$ cat config.mk
export PLATFORM = sky130hd
export DESIGN_NAME = socket_fifo
export DESIGN_NICKNAME = d
export VERILOG_FILES = /design/src/rtl/socket_fifo.sv
export SDC_FILE = /design/constraint.sdc
export NUM_CORES = 1
export LEC_CHECK = 0
export CAP_MARGIN = 30
export CELL_PAD_IN_SITES_DETAIL_PLACEMENT = 1
export CELL_PAD_IN_SITES_GLOBAL_PLACEMENT = 2
export CORE_ASPECT_RATIO = 1.1
export CORE_MARGIN = 2
export CORE_UTILIZATION = 45
export DETAILED_ROUTE_END_ITERATION = 10
export PLACE_DENSITY = 0.86
export SETUP_SLACK_MARGIN = 0.5
export SLEW_MARGIN = 30
export SYNTH_ARGS = -nofsm -noshare
export SYNTH_HDL_FRONTEND = slang
export SYNTH_SLANG_ARGS = --single-unit
$ cat constraint.sdc
create_clock -name i_clk -period 3.7 [get_ports i_clk]
set_input_delay 0.925 -clock i_clk [delete_from_list [all_inputs] [get_ports i_clk]]
set_output_delay 0.925 -clock i_clk [all_outputs]
set_load 0.01 [all_outputs]
$ cat src/rtl/socket_fifo.sv
// ============================================================================
// socket_fifo : single-clock FIFO between chain stages with socket-ready flag.
// Optional sticky overflow/underflow outputs: define SOCKET_FIFO_ERR_EN.
// Revision: 1.0
// ============================================================================
`default_nettype none

module socket_fifo #(
   parameter int DATA_WIDTH  = 8,
   parameter int DEPTH       = 16,
   parameter int SOCKET_SIZE = 4
) (
   input  logic                          i_clk,
   input  logic                          i_rst,
   input  logic [DATA_WIDTH-1:0]         i_data,
   input  logic                          i_dv,
   input  logic                          i_rd_en,
   output logic [DATA_WIDTH-1:0]         o_data,
   output logic                          o_dv,
   output logic                          o_empty,
   output logic                          o_full,
   output logic                          o_sock_rdy,
   output logic [$clog2(DEPTH+1)-1:0]    o_count
`ifdef SOCKET_FIFO_ERR_EN
   ,
   output logic                          o_ovf,
   output logic                          o_udf
`endif
);

   localparam int CNT_W = $clog2(DEPTH + 1);
   localparam int PTR_W = (DEPTH > 1) ? $clog2(DEPTH) : 1;

   localparam logic [PTR_W-1:0] PTR_LAST  = PTR_W'(DEPTH - 1);
   localparam logic [CNT_W-1:0] CNT_FULL  = CNT_W'(DEPTH);
   localparam logic [CNT_W-1:0] CNT_SOCK  = CNT_W'(SOCKET_SIZE);

   logic [DATA_WIDTH-1:0] mem_q [DEPTH];

   logic [PTR_W-1:0]      wr_ptr_q, wr_ptr_d;
   logic [PTR_W-1:0]      rd_ptr_q, rd_ptr_d;
   logic [CNT_W-1:0]      count_q,  count_d;
   logic [DATA_WIDTH-1:0] data_q,   data_d;
   logic                  dv_q,     dv_d;

   logic                  rd_acc;
   logic                  wr_acc;

   // Flags come straight from the registered count so they never glitch on inputs.
   assign o_empty    = (count_q == '0);
   assign o_full     = (count_q == CNT_FULL);
   assign o_sock_rdy = (count_q >= CNT_SOCK);
   assign o_count    = count_q;
   assign o_data     = data_q;
   assign o_dv       = dv_q;

   assign rd_acc = i_rd_en && !o_empty;
   assign wr_acc = i_dv && (!o_full || rd_acc);

   always_comb begin
      wr_ptr_d = wr_ptr_q;
      rd_ptr_d = rd_ptr_q;
      count_d  = count_q;
      data_d   = data_q;
      dv_d     = 1'b0;

      if (wr_acc) begin
         wr_ptr_d = (wr_ptr_q == PTR_LAST) ? '0 : wr_ptr_q + 1'b1;
      end

      if (rd_acc) begin
         rd_ptr_d = (rd_ptr_q == PTR_LAST) ? '0 : rd_ptr_q + 1'b1;
         data_d   = mem_q[rd_ptr_q];
         dv_d     = 1'b1;
      end

      case ({wr_acc, rd_acc})
         2'b10:   count_d = count_q + 1'b1;
         2'b01:   count_d = count_q - 1'b1;
         default: count_d = count_q;
      endcase
   end

   always_ff @(posedge i_clk) begin
      if (!i_rst) begin
         wr_ptr_q <= '0;
         rd_ptr_q <= '0;
         count_q  <= '0;
         data_q   <= '0;
         dv_q     <= 1'b0;
      end else begin
         wr_ptr_q <= wr_ptr_d;
         rd_ptr_q <= rd_ptr_d;
         count_q  <= count_d;
         data_q   <= data_d;
         dv_q     <= dv_d;
      end
   end

   // Storage has no reset; writes are suppressed while reset is asserted.
   always_ff @(posedge i_clk) begin
      if (i_rst && wr_acc) begin
         mem_q[wr_ptr_q] <= i_data;
      end
   end

`ifdef SOCKET_FIFO_ERR_EN
   logic ovf_q;
   logic udf_q;

   always_ff @(posedge i_clk) begin
      if (!i_rst) begin
         ovf_q <= 1'b0;
         udf_q <= 1'b0;
      end else begin
         if (i_dv && !wr_acc) ovf_q <= 1'b1;
         if (i_rd_en && o_empty) udf_q <= 1'b1;
      end
   end

   assign o_ovf = ovf_q;
   assign o_udf = udf_q;
`endif

endmodule

`default_nettype wire

==> metrics.yaml <==
synth.most_common_cell: "edfxtp_1"
tns_ns: 0
worstSetupPathType: "reg -> out"
fin_skew_ns: 0.00733
postRouteAntennaNets: 0
dr.first_iter.drc_count: 205
drive_gt1_share_pct: 17.5
p_leak_uw: 0.00235
hpwlAfterDp_um: 9200
cts_tree: "yes"
pwr-share-clk_pct: 37.6
synthTopCellsByArea: "edfxtp_1 (63%), dfxtp_1 (7.2%), mux2i_1 (6.2%), mux4_2 (5.9%), ha_1 (1.6%)"
crit_path_end: "o_empty"
layout.nets: 449
seq_power_share_pct: 43.0
outcome: "complete, no violations"
syn_to_final_growth_pct: 18.9
grt_pass1_wl_um: 22300
arrival_ns: 2.17
cts.reportedPaths.clkPinSlew_ns: 0.06
synth_cells: 380
ys_types: 46
start_util_pct: 46.3
clockBufferDepth: 2
antenna_cells: 0
async_reset_ff_share_pct: 0
yosysTopAreaCell: "edfxtp_1"
ir_drop_v: 0.000407
period_minus_slack_ns: 3.10
avgSynthCellArea_um2: 16.1
comb_power_share_pct: 19.4
synth_edf_count: 128
cp.required_ns: 2.77
hp-class: "reg -> reg"
max_slew.worst_pin.slew_ns: 0.787
final-max-slew-violation-count: 0
path_cells: "or4_4, nor2_4, clkdlybuf4s50_1"
crit_slowest_cell: "or4_4"
reg2regPathDepth: 8
cts.sinks: 150
track_usage_pct: 21.1
startpoint: "o_count[1]"
std_cell_rows: 44
h-tree-depth: 4
antenna_found_initial: 0
yosys_warnings: 0
synthesis.nets: 401
seq_area_frac_synth_pct: 70.1
timing.rr.end: "o_count[4]"
slowest_delay_ns: 0.66
root_buffer: "clkbuf_16"
vias_per_cell: 5.90
fmax_mhz: 323
grt_max_degree: 40
period_share_pct: 83.8
drv_cap: 0
relSlewSlack_pct: 47.4
cp-end-kind: "primary output"
reg2reg_from: "o_count[1]"
setup_viol: 0
io_buffers: 28
dr_total_vias: 3554
core_um2: 13200
die_y_um: 126
p_per_area_nw_per_um2: 631
r2r_setup_slack_ns: 0.85
synth_ff_type: "edfxtp_1"
numCtsBuffers: 17
grt_pass1_vias: 3870
gp_congestion: 0.748
cp_max_fo: 11
post-route-util_pct: 55.0
pin_count: 29
start_kind: "flop"
finalPower_uw: 4590
hold_viol: 0
switching_share_pct: 27.6
drt_wl_total_um: 14200
p_int_uw: 3320
holdBufCountCts: 0
die_w_um: 115
drc: 0
grt.overflow.total: 0
die-area_um2: 14500
clock_latency_ns: 0.42
netlist_area_um2: 6110
wl_per_cell_um: 23.5
synth_seq_cells: 150
synth_common_cells: "edfxtp_1 (128), mux2i_1 (38), dfxtp_1 (22), nand2_1 (18), nor2_1 (17)"
drt-pass1-iter-count: 4
synth_top_area_share_pct: 62.9
p_switching_uw: 1270
rsz0062_at_grt: "false"
state kept, by name (all words and copies together) (netlist names):
register and flops:
mem_q 128, o_count 5, o_data 8, o_dv 1, rd_ptr_q 4, wr_ptr_q 4
repair_timing:
item	4_1_cts	5_1_grt
resized for setup	0	0
setup buffers	0	3
setup endpoints to repair	0	2
through the flow:
stage / area (um2) / hold WS [ns] / setup slack (ns) / instances
finish: 7270 / 0.514 / 0.601 / 602
global route: 7270 / 0.551 / 0.526 / 602
CTS: 7250 / 0.519 / 0.524 / 599
detailed placement: 6650 / 0.510 / 0.278 / 567
global placement: 6650 / 0.503 / 0.379 / 567
floorplan: 6110 / 0.494 / 0.914 / 380
power by group through the flow:
| stage | Combinational, uW | Sequential (uW) | Clock [uW] |
|---|---|---|---|
| after floorplan | 558 | 2010 | 0 |
| after global placement | 831 | 2000 | 0 |
| after detailed placement | 860 | 2010 | 0 |
| after CTS | 872 | 1970 | 1750 |
| after global routing | 967 | 1980 | 1810 |
| final | 890 | 1970 | 1730 |
how the worst min path moves through the flow:
stage                     start           to  cells past startpoint
finish               o_count[3]   o_count[3]                      2
global route         o_count[3]   o_count[3]                      2
CTS                  o_count[3]   o_count[3]                      2
detailed placement   o_count[3]   o_count[3]                      2
global placement     o_count[3]   o_count[3]                      2
floorplan           wr_ptr_q[0]  wr_ptr_q[0]                      2
critical path, delay by kind of cell, from the launching register on:
family                 cells  cell delay, ns
AND/OR/NAND/NOR            2            0.82
flip-flops                 1            0.37
buffers and inverters      1            0.57
placed cells by master (no fill, tap or decap), drive strengths merged, types with 2 or more instances in the layout:
cell	instances
xor2	2
o21ai	12
inv	9
a21oi	16
nor3	14
o211ai	2
a21o	3
bufinv	2
nand2	18
clkinv	6
or4	2
ha	8
mux2i	39
nand3b	2
nor2	18
edfxtp	128
nand2b	3
nand3	2
dfxtp	22
a211oi	2
nor2b	3
buf	23
or3b	2
clkbuf	17
a22oi	8
mux4	16
clkinvlp	3
or3	4
o22ai	16
clkdlybuf4s50	28
layout make-up:
| class | count | area (um2) |
|---|---|---|
| multi-input combinational | 203 | 1700 |
| fill | 1263 | 5940 |
| inverter | 5 | 18.8 |
| clock inverter | 15 | 170 |
| tap | 161 | 201 |
| sequential | 150 | 4290 |
| timing repair buffer | 51 | 465 |
| clock buffer | 17 | 425 |
routing by layer:
metal | vias to the layer above | global-route usage, % | share of wire (%)
met2 | 90 | 35.3 | 53
met5 | - | 0 | 0
met3 | 14 | 3.75 | 3.9
met4 | 0 | 8.36 | 1.3
met1 | 1854 | 27.5 | 42
li1 | 1596 | - | -
cell families after synthesis:
family                     Yosys count  synth area share, %
AOI/OAI and AO/OA                   67                 7.41
muxes                               55                 12.5
buffers and inverters               27                 2.07
and+or+nand+nor                     70                 5.73
DFF                                150                 70.1
adders and majority gates            9                 1.96
xor gates and xnor gates             2                0.287
Power figures use the tool's default switching activity.
